## src/rtl/instruction_fetch_buffer_if.sv

```systemverilog
// Fetch-to-decode handshake bundle for instruction_fetch_buffer.
// The slave modport is the buffer; the master modport is the fetch/decode environment.
interface instruction_fetch_buffer_if #(
    parameter int unsigned PC_W = 32
);
    logic            fetch_valid;
    logic            fetch_ready;
    logic [PC_W-1:0] fetch_pc;
    logic [31:0]     fetch_instruction;
    logic            fetch_fault;
    logic            decode_valid;
    logic            decode_ready;
    logic [PC_W-1:0] decode_pc;
    logic [31:0]     decode_instruction;
    logic            decode_fault;

    modport slave (
        input  fetch_valid, fetch_pc, fetch_instruction, fetch_fault, decode_ready,
        output fetch_ready, decode_valid, decode_pc, decode_instruction, decode_fault
    );

    modport master (
        output fetch_valid, fetch_pc, fetch_instruction, fetch_fault, decode_ready,
        input  fetch_ready, decode_valid, decode_pc, decode_instruction, decode_fault
    );
endinterface

```

## src/rtl/instruction_fetch_buffer.sv

```systemverilog
// FIFO of {pc, instruction, fault} between fetch and decode, with single-cycle flush.
// Optional INSTR_BUF_BYPASS_EN lets an empty buffer forward fetch straight to decode.
module instruction_fetch_buffer #(
    parameter int unsigned DEPTH = 4,
    parameter int unsigned PC_W  = 32
) (
    input  logic                     clk,
    input  logic                     rst_n,
    input  logic                     flush,
    instruction_fetch_buffer_if.slave bus,
    output logic [$clog2(DEPTH):0]   count
);
    localparam int unsigned AW = $clog2(DEPTH);
    localparam int unsigned PW = AW + 1;
    localparam int unsigned EW = PC_W + 33;

    logic [EW-1:0] mem_q [DEPTH];
    logic [PW-1:0] wptr_q, wptr_d;
    logic [PW-1:0] rptr_q, rptr_d;
    logic          empty, full, push, pop;
    logic [EW-1:0] head;

    // Extra pointer MSB distinguishes full from empty when index bits match
    assign empty = (wptr_q == rptr_q);
    assign full  = (wptr_q[AW-1:0] == rptr_q[AW-1:0]) && (wptr_q[AW] != rptr_q[AW]);
    assign head  = mem_q[rptr_q[AW-1:0]];
    assign count = wptr_q - rptr_q;

    assign bus.fetch_ready = ~full;

`ifdef INSTR_BUF_BYPASS_EN
    logic bypass;
    assign bypass                 = empty & ~flush;
    assign bus.decode_valid       = bypass ? bus.fetch_valid : (~empty & ~flush);
    assign bus.decode_pc          = bypass ? bus.fetch_pc : head[PC_W-1:0];
    assign bus.decode_instruction = bypass ? bus.fetch_instruction : head[PC_W+31:PC_W];
    assign bus.decode_fault       = bypass ? bus.fetch_fault : head[EW-1];
    // A bypassed entry taken by decode is never written into storage
    assign push = bus.fetch_valid & ~full & ~flush & ~(bypass & bus.decode_ready);
    assign pop  = ~empty & ~flush & bus.decode_ready;
`else
    assign bus.decode_valid       = ~empty & ~flush;
    assign bus.decode_pc          = head[PC_W-1:0];
    assign bus.decode_instruction = head[PC_W+31:PC_W];
    assign bus.decode_fault       = head[EW-1];
    assign push = bus.fetch_valid & ~full & ~flush;
    assign pop  = bus.decode_valid & bus.decode_ready;
`endif

    // Pointer next-state; flush wins over push and pop
    always_comb begin
        wptr_d = wptr_q;
        rptr_d = rptr_q;
        if (flush) begin
            wptr_d = '0;
            rptr_d = '0;
        end else begin
            if (push) wptr_d = wptr_q + PW'(1);
            if (pop)  rptr_d = rptr_q + PW'(1);
        end
    end

    always_ff @(posedge clk or negedge rst_n) begin
        if (!rst_n) begin
            wptr_q <= '0;
            rptr_q <= '0;
        end else begin
            wptr_q <= wptr_d;
            rptr_q <= rptr_d;
        end
    end

    always_ff @(posedge clk or negedge rst_n) begin
        if (!rst_n) begin
            for (int i = 0; i < int'(DEPTH); i++) mem_q[i] <= '0;
        end else if (push) begin
            mem_q[wptr_q[AW-1:0]] <= {bus.fetch_fault, bus.fetch_instruction, bus.fetch_pc};
        end
    end
endmodule
```

## src/flat_wrapper.sv

```systemverilog
// flat-port wrapper written by rule: the top's interface ports become plain ports
module instruction_fetch_buffer_flat 
#(
    parameter int unsigned DEPTH = 4,
    parameter int unsigned PC_W  = 32
)
  (clk, rst_n, flush, count, bus_fetch_valid, bus_fetch_pc, bus_fetch_instruction, bus_fetch_fault, bus_decode_ready, bus_fetch_ready, bus_decode_valid, bus_decode_pc, bus_decode_instruction, bus_decode_fault);
  instruction_fetch_buffer_if #(.PC_W(PC_W)) bus_i ();
  input  logic clk;
  input  logic rst_n;
  input  logic flush;
  output logic [$clog2(DEPTH):0] count;
  input wire logic [$bits(bus_i.fetch_valid)-1:0] bus_fetch_valid;
  input wire logic [$bits(bus_i.fetch_pc)-1:0] bus_fetch_pc;
  input wire logic [$bits(bus_i.fetch_instruction)-1:0] bus_fetch_instruction;
  input wire logic [$bits(bus_i.fetch_fault)-1:0] bus_fetch_fault;
  input wire logic [$bits(bus_i.decode_ready)-1:0] bus_decode_ready;
  output wire logic [$bits(bus_i.fetch_ready)-1:0] bus_fetch_ready;
  output wire logic [$bits(bus_i.decode_valid)-1:0] bus_decode_valid;
  output wire logic [$bits(bus_i.decode_pc)-1:0] bus_decode_pc;
  output wire logic [$bits(bus_i.decode_instruction)-1:0] bus_decode_instruction;
  output wire logic [$bits(bus_i.decode_fault)-1:0] bus_decode_fault;
  assign bus_i.fetch_valid = bus_fetch_valid;
  assign bus_i.fetch_pc = bus_fetch_pc;
  assign bus_i.fetch_instruction = bus_fetch_instruction;
  assign bus_i.fetch_fault = bus_fetch_fault;
  assign bus_i.decode_ready = bus_decode_ready;
  assign bus_fetch_ready = bus_i.fetch_ready;
  assign bus_decode_valid = bus_i.decode_valid;
  assign bus_decode_pc = bus_i.decode_pc;
  assign bus_decode_instruction = bus_i.decode_instruction;
  assign bus_decode_fault = bus_i.decode_fault;
  instruction_fetch_buffer #(.DEPTH(DEPTH), .PC_W(PC_W)) u_core (.clk(clk), .rst_n(rst_n), .flush(flush), .bus(bus_i), .count(count));
endmodule
```

## config.mk

```make
export PLATFORM = sky130hd
export DESIGN_NAME = instruction_fetch_buffer_flat
export DESIGN_NICKNAME = d
export VERILOG_FILES = /design/src/rtl/instruction_fetch_buffer_if.sv /design/src/rtl/instruction_fetch_buffer.sv /design/src/flat_wrapper.sv
export SDC_FILE = /design/constraint.sdc
export NUM_CORES = 1
export LEC_CHECK = 0
export CAP_MARGIN = 20
export CORE_MARGIN = 2
export CORE_UTILIZATION = 60
export DETAILED_ROUTE_END_ITERATION = 12
export HOLD_SLACK_MARGIN = 0.08
export PLACE_DENSITY_LB_ADDON = 0.08
export SLEW_MARGIN = 20
export SYNTH_ARGS = -nofsm -noshare
export SYNTH_HDL_FRONTEND = slang
export SYNTH_SLANG_ARGS = --single-unit
```

## constraint.sdc

```tcl
create_clock -name clk -period 4.5 [get_ports clk]
set_input_delay 0.675 -clock clk [delete_from_list [all_inputs] [get_ports clk]]
set_output_delay 0.675 -clock clk [all_outputs]
set_load 0.05 [all_outputs]
```

* Word-level counts from Yosys, hierarchy flattened
Index checks and enable logic that the tools add are counted.
** Word-level totals
- Output and inout port bits :: 70
- Bits in registers :: 266
- Logic and storage cells :: 38
- Bits of input ports :: 70
** Operators by class
- Bitwise operators :: 9
- $lt $le $gt $ge :: 3
- Reduce and logical (&&, ||, !) cells :: 4
- Muxes and demuxes :: 10
- $add $sub $neg :: 3
- Equal/unequal tests :: 3
** Operators by type and width (count)
- $bwmux W260 :: 1
- $mux W65 :: 3
- $bmux W65 S2 :: 1
- $demux W65 S2 :: 1
- $mux W3 :: 4
- $add A3 B1 Y3 const B :: 2
- $ge A3 B3 Y1 const B :: 2
- $not A2 Y3 :: 2
- $and A1 B1 Y1 :: 4
- $reduce_bool A2 Y1 :: 2
- $eq A3 B3 Y1 :: 1
- $lt A3 B1 Y1 const B :: 1
- $not A1 Y1 :: 3
- $sub A3 B3 Y3 :: 1
- $eq A2 B2 Y1 :: 1
- $logic_and A1 B1 Y1 :: 2
- $ne A1 B1 Y1 :: 1

* Depth between registers and ports, before layout
Gate-level depths: netlist of the first run.
- Depth in word-level cells :: 7
- Gate-level depth with buffers :: 10
- Gate-level depth less buffers :: 5

* Least setup slack after synthesis of the first run
No wires, ideal clock.
- Path kind :: register -> output
- Start :: register u_core.rptr_q[1]
- End :: output port count[2]
- Arrival :: 2.458 ns
- Required time :: 3.825 ns
- Slack :: 1.367 ns
- Cell stages (with the launch flop) :: 6
- Path buffers :: 2
- Cell sequence :: dfrtp_1 clkbuf_1 clkbuf_1 inv_1 fa_1 xnor2_1
** Between the ends
- Cells in the longest elaborated chain, start to end :: 1
** Ends and longest elaborated chain
- start: declaration :: RTL line instruction_fetch_buffer.sv:19 : logic [PW-1:0] rptr_q, rptr_d;
- start signal: assignment :: RTL line instruction_fetch_buffer.sv:69 : rptr_q <= rptr_d;
- $sub A3 B3 Y3 :: RTL line instruction_fetch_buffer.sv:27 : assign count = wptr_q - rptr_q;
- end: declaration :: RTL line flat_wrapper.sv:12 : output logic [$clog2(DEPTH):0] count;
Every way passes these cells.

* Final worst setup path of the first run
- Start :: register u_core.rptr_q[1]
- End :: output port bus_fetch_ready
** Between the ends
- Cells in the longest elaborated chain, start to end :: 3
** Ends and longest elaborated chain
- $eq A2 B2 Y1 :: RTL line instruction_fetch_buffer.sv:25 : assign full = (wptr_q[AW-1:0] == rptr_q[AW-1:0]) && (wptr_q[AW] != rptr_q[AW]);
- $logic_and A1 B1 Y1 :: RTL line instruction_fetch_buffer.sv:25
- $not A1 Y1 :: RTL line instruction_fetch_buffer.sv:29 : assign bus.fetch_ready = ~full;
- end: declaration :: RTL line flat_wrapper.sv:18 : output wire logic [$bits(bus_i.fetch_ready)-1:0] bus_fetch_ready;
Every way passes these cells.

==> results of run 1 <==
cells by family after synthesis:
family	Yosys count	synth area share (%)
flops	266	54.6
buf+inv	52	3.19
compound gates	13	0.934
mux	328	39.4
xor+xnor	2	0.298
simple gates	19	0.770
fa+ha+maj	8	0.882
synthesized netlist by cell type:
cell type and count:
fa_1 1, buf_2 11, nor4_1 1, buf_6 24
nand2_1 7, nor2_1 5, o2111ai_1 1, mux4_2 65
nand3b_1 2, a21oi_2 2, a21oi_1 1, and2_1 1
mux2_4 100, ha_1 7, and4_1 1, a2111oi_0 1
dfrtp_1 266, xnor2_1 1, clkbuf_1 9, a211oi_2 2
a311o_1 1, nor2b_1 1, xor2_4 1, buf_1 1
o21a_1 1, a211oi_1 1, mux2i_1 1, nand2b_1 1
a211o_1 1, a21boi_0 1, mux2_2 162, o31ai_1 1
inv_1 7
critical path, stage by stage, from the launching register on:
cell             delay [ps]
dfrtp_4                 770
inv_1                   190
ha_1                    350
and2_1                  450
nand2_1                 150
clkdlybuf4s50_1         730
layer usage:
metal	track usage [%]	up-vias	part of all wire (%)	wire length, um
met5	0	-	0.053	13
met4	5.39	2	1.8	434
met3	5.31	33	5.2	1280
met1	33.2	3498	42	10500
li1	-	2841	-	-
met2	40.0	153	51	12500
how the worst max path moves through the flow:
stage / start / to / slack, ps / cells past startpoint
2_1_floorplan: u_core.rptr_q[1]$_DFFE_PN0P_ / count[2] / 1370 / 5
3_3_place_gp: u_core.rptr_q[0]$_DFFE_PN0P_ / bus_decode_fault / 1200 / 3
3_5_place_dp: u_core.rptr_q[1]$_DFFE_PN0P_ / bus_fetch_ready / 1200 / 5
4_1_cts: u_core.rptr_q[0]$_DFFE_PN0P_ / bus_decode_instruction[26] / 610 / 3
5_1_grt: u_core.rptr_q[1]$_DFFE_PN0P_ / bus_fetch_ready / 500 / 5
6_report: u_core.rptr_q[1]$_DFFE_PN0P_ / bus_fetch_ready / 650 / 5
area by class of cell:
class | instances | area share, %
flip-flops and latches | 266 | 45.2
multi-input cells | 370 | 35.2
repair buffers | 153 | 10.4
clock buffers | 40 | 5.68
well taps | 270 | 2.29
clock inverters | 11 | 1.09
inverters | 7 | 0.178
state kept, by name, summed over array words and instances (netlist names):
register	count
u_core.mem_q	260
u_core.wptr_q	3
u_core.rptr_q	3
report_power, final:
group	internal (mW)	total, mW	switching (mW)
Sequential	3.36	3.97	0.606
Combinational	2.28	4.58	2.30
Clock	1.52	2.44	0.924
Total	7.16	11.0	3.83
==> impl_metrics.csv, run 1 <==
group,metric,value,unit
status,status,"finished, final reports clean",
placed_design,dp_hpwl,15.3,mm
floorplanning,fp.dieH,147,um
drt,first_iter_violations,339,
setup_path,worst_ep_required_time,3830,ps
floorplanning,io_pins,140,
cells_and_area,drive_gt1_share,46.8,%
grt,grt_max_degree,128,
sta,maxSlewViolCount,0,
grt,grt_overflow,0,
floorplanning,die_area,21500,um2
cells_and_area,nNetsFinal,904,
placed_design,dp_cells,1066,
sta,finalSetupViolCount,0,
cells_and_area,seqCellArea,6660,um2
cells_and_area,mostFrequentLayoutCells,"dfrtp_1 (264), mux2_2 (162), clkdlybuf4s50_1 (138)",
placed_design,place_congestion,0.830,
placed_design,place_area,13700,um2
logic_synthesis,yosysUniqueCellTypes,33,
cells_and_area,layout_commonest_cell,"dfrtp_1",
clock_network,numCtsBuffers,28,
sta,max_freq,0.260,GHz
clock_network,path_clk_slew,60,ps
sta,finalClockSkew,9.32,ps
setup_path,worstRegToRegCells,6,
clock_network,cts_setup_buffers,0,
floorplanning,std_cell_rows,52,
sta,holdWs,186,ps
cells_and_area,stdcell_count,1117,
logic_synthesis,synth_nets,766,
drt,avgViaCountPerCell,5.84,
floorplanning,die_w,147,um
logic_synthesis,yosysTopAreaCellShare,54.6,%
sta,hold_viol,0,
drt,vias,6527,
sta,setup_slack,651,ps
drt,drcViolationCount,0,
clock_network,cts_resized,0,
worst_hold_path,min_path_type,"in2async",
cells_and_area,antenna_cells,0,
setup_path,worstSetupPathType,"reg2out",
clock_network,worstSkewPairLatency,530,ps
grt,grt.total_usage,24.1,%
logic_synthesis,ys_ff_latch,266,
placed_design,portBuffers,139,
setup_path,r2r_setup_slack,1330,ps
pwr,power_density,746,nW/um2
clock_network,clockBufferDepth,3,
setup_path,cp_data_arrival_time,3170,ps
cells_and_area,n_fill_cell,1170,
drt,wire_per_inst,22.1,um
drt,antenna_left,0,
sta,period_share,85.5,%
setup_path,r2r_start,"u_core.rptr_q[1]$_DFFE_PN0P_",
placed_design,pre_cts_slack,1200,ps
clock_network,cts_sinks,266,
clock_network,cts_tree,"yes",
pwr,total_power,11.0,mW
grt,grt_first_pass_wirelength,40.9,mm
pwr,ir_worst_vdd,525,uV
logic_synthesis,ys_seq_area_share,54.6,%
logic_synthesis,post_synth_instance_area,12200,um2
grt,antenna_found_initial,1,
logic_synthesis,ys_top_cells_by_area,"dfrtp_1 (55%), mux2_2 (15%), mux2_4 (12%)",
sta,tightest_slew,972,ps
clock_network,cts-htree-levels,1,
logic_synthesis,syn_area_per_cell,17.7,um2
sta,rsz0062_at_grt,"false",
sta,slew_headroom,35.2,%
cells_and_area,utilization,73.3,%
setup_path,crit_fanout,31,
clock_network,cts_hold_buffers,0,
clock_network,cts_root_buffer,"clkbuf_16",
sta,setup-tns-final,0,ps
sta,period_needed,3850,ps
logic_synthesis,synthCells,688,
job,drv_cap,0,
cells_and_area,fin_area,14700,um2
logic_synthesis,yosys.area.top_type,"dfrtp_1",
logic_synthesis,yosysWarnings,0,
cells_and_area,synthToLayoutAreaGrowth,20.8,%
floorplanning,coreArea,20100,um2
setup_path,start_kind,"flop",
cells_and_area,multi_input_area,5180,um2
setup_path,cp-end-kind,"output pin",
drt,drt-pass1-iter-count,4,
drt,drt-total-wl,24.7,mm
setup_path,rr_endpoint,"u_core.mem_q[1]$_DFFE_PN0P_",
pwr,p_leak,6.38,nW
grt,grt_pass1_vias,7546,
floorplanning,start_util,60.7,%
No activity file was read; power rests on OpenSTA's default activity.
==> run 2: changes to the inputs <==
--- a/config.mk
+++ b/config.mk
@@ -15,3 +15,4 @@
 export SYNTH_ARGS = -nofsm -noshare
 export SYNTH_HDL_FRONTEND = slang
 export SYNTH_SLANG_ARGS = --single-unit
+export TNS_END_PERCENT = 30
==> results of run 2 <==
Same layout as run 1: the final DEF is identical, and so are final timing and power.
==> run 3: changes to the inputs <==
--- a/config.mk
+++ b/config.mk
@@ -11,6 +11,7 @@
 export DETAILED_ROUTE_END_ITERATION = 12
 export HOLD_SLACK_MARGIN = 0.08
 export PLACE_DENSITY_LB_ADDON = 0.08
+export SETUP_SLACK_MARGIN = 0.3
 export SLEW_MARGIN = 20
 export SYNTH_ARGS = -nofsm -noshare
 export SYNTH_HDL_FRONTEND = slang
==> results of run 3 <==
Same layout as run 1: the final DEF is identical, and so are final timing and power.
==> RTL edit (settings of run 2) <==
Build with the macro `INSTR_BUF_BYPASS_EN` defined.
--- a/src/rtl/instruction_fetch_buffer.sv
+++ b/src/rtl/instruction_fetch_buffer.sv
@@ -1,5 +1,7 @@
 // FIFO of {pc, instruction, fault} between fetch and decode, with single-cycle flush.
 // Optional INSTR_BUF_BYPASS_EN lets an empty buffer forward fetch straight to decode.
+`define INSTR_BUF_BYPASS_EN
+
 module instruction_fetch_buffer #(
     parameter int unsigned DEPTH = 4,
     parameter int unsigned PC_W  = 32
Check against the original RTL: not equivalent (Yosys sat finds a counterexample within 4 cycles, from zero or initial values and one cycle with rst_n low).
==> RTL edit against run 2 <==
- sequential cell count stayed put
- power is 21% higher
- cell area is 3.5% higher
- via count is 8.9% higher
- setup slack worse by 0.16 ns
- synthesized area is 2.7% higher
- routed wire length is 7.0% higher
- die area is 2.6% higher
- core utilization is 1.6 points higher
- combinational power is 41% higher
- count of clock-buffer cells in the layout is 1 higher
- highest routed layer unchanged
==> RTL edit: results <==
status:
  outcome: "complete, no violations"
synth:
  synth_nets: 836
  synthAdderAreaFrac_pct: 0.859
  synth_common_cells: "292 x mux2_2, 266 x dfrtp_1, 65 x mux4_2"
  ys_warn_count: 0
  ys_top_cells_by_area: "dfrtp_1 53%, mux2_2 26%, mux4_2 12%"
  synth_xor_area_share_pct: 0.410
  muxShareOfSynthArea_pct: 41.0
  yosysUniqueCellTypes: 32
  synth_compound_gate_area_share_pct: 0.600
  synth_seq_area_share_pct: 53.2
  synthArstFlopShare_pct: 100
global_route:
  grt_pass1_vias: 8086
  antenna_found_initial: 1
  grt_pass1_wl_um: 43200
  use_met3_pct: 3.59
  grt_use_total_pct: 24.8
  grt_max_degree: 140
  grtUsageMet2_pct: 42.9
  grt_util_met1_pct: 34.4
routing:
  wl_met3_um: 1210
  initialDrtViolationCount: 217
  wl_met2_um: 13500
  avgViaCountPerCell: 5.99
  wl_per_cell_um: 22.3
  met1_length_um: 11300
setup_path:
  crit_slowest_cell: "clkdlybuf4s50_1"
  worstPathArrival_ns: 3.33
  critPathMaxFanout: 19
  worstReg2RegEnd: "u_core.mem_q[121]"
  critPathMaxStageDelay_ns: 0.70
  r2r_cells: 7
  cp-startpoint: "u_core.wptr_q[0]"
  critPathCapture: "bus_decode_instruction[18]"
  regToRegSetupSlack_ns: 1.58
pwr:
  p_switching_mw: 4.93
  leakagePower_nw: 6.68
  switching_share_pct: 37.2
  vdd_drop_max_uv: 668
  seqPwrFrac_pct: 30.6
  comb-power_mw: 6.46
placed_design:
  place_congestion: 0.742
  dp_hpwl_um: 16100
  dp_slack_ns: 0.736
timing:
  finClkSkew_ns: 0.00778
  layout_setup_ws_ns: 0.492
  tightest_slew_ns: 1.08
hold_path:
  hold_start: "u_core.mem_q[26]"
  hp-class: "reg -> reg"
  hold_depth: 1
cts:
  cts-htree-levels: 1
  clk_pin_slew_worst_paths_ns: 0.06
  numCtsBuffers: 29
  root_buffer: "clkbuf_16"
final_layout:
  num_antenna_cells: 0
  nFillCells: 1214
  drive_above_1_share_pct: 47.3
  final_nets: 972
job:
  maxCapViolCount: 0
floorplanning:
  placement_rows: 52
## RTL edit: cell count changes after synthesis, sizes merged, moves of 3 or more
cell,run 2,this run
xor2,1,4
nor3,0,3
o21ai,0,5
nor2,5,8
buf,36,44
nand2,7,3
mux2,262,325
a211oi,3,0
## RTL edit: repair_timing
action | CTS | global route
endpoints found under the setup margin | 0 | 0
endpoints found under the hold margin | 0 | 40
buffers inserted | 0 | 0
hold buffers | 0 | 1
gates resized for setup | 0 | 0
## RTL edit: cell type report
type                    instances  share of cell area (%)
multi-input cells             436                    36.1
clock buffers                  41                    5.71
flip-flops and latches        266                    43.7
repair buffers                156                    10.4
well taps                     270                    2.22
inverters                       5                   0.123
clock inverters                12                    1.76
## RTL edit: per-stage QoR
stage	util, %	instance area, sq um	cells	hold slack, ns
after floorplan	-	12500	758	0.379
after CTS	74.7	15200	1184	0.335
final	74.9	15200	1186	0.492
after detailed placement	69.1	14100	1131	0.482
after global placement	69.1	14100	1131	0.468
after global routing	74.9	15200	1186	0.509
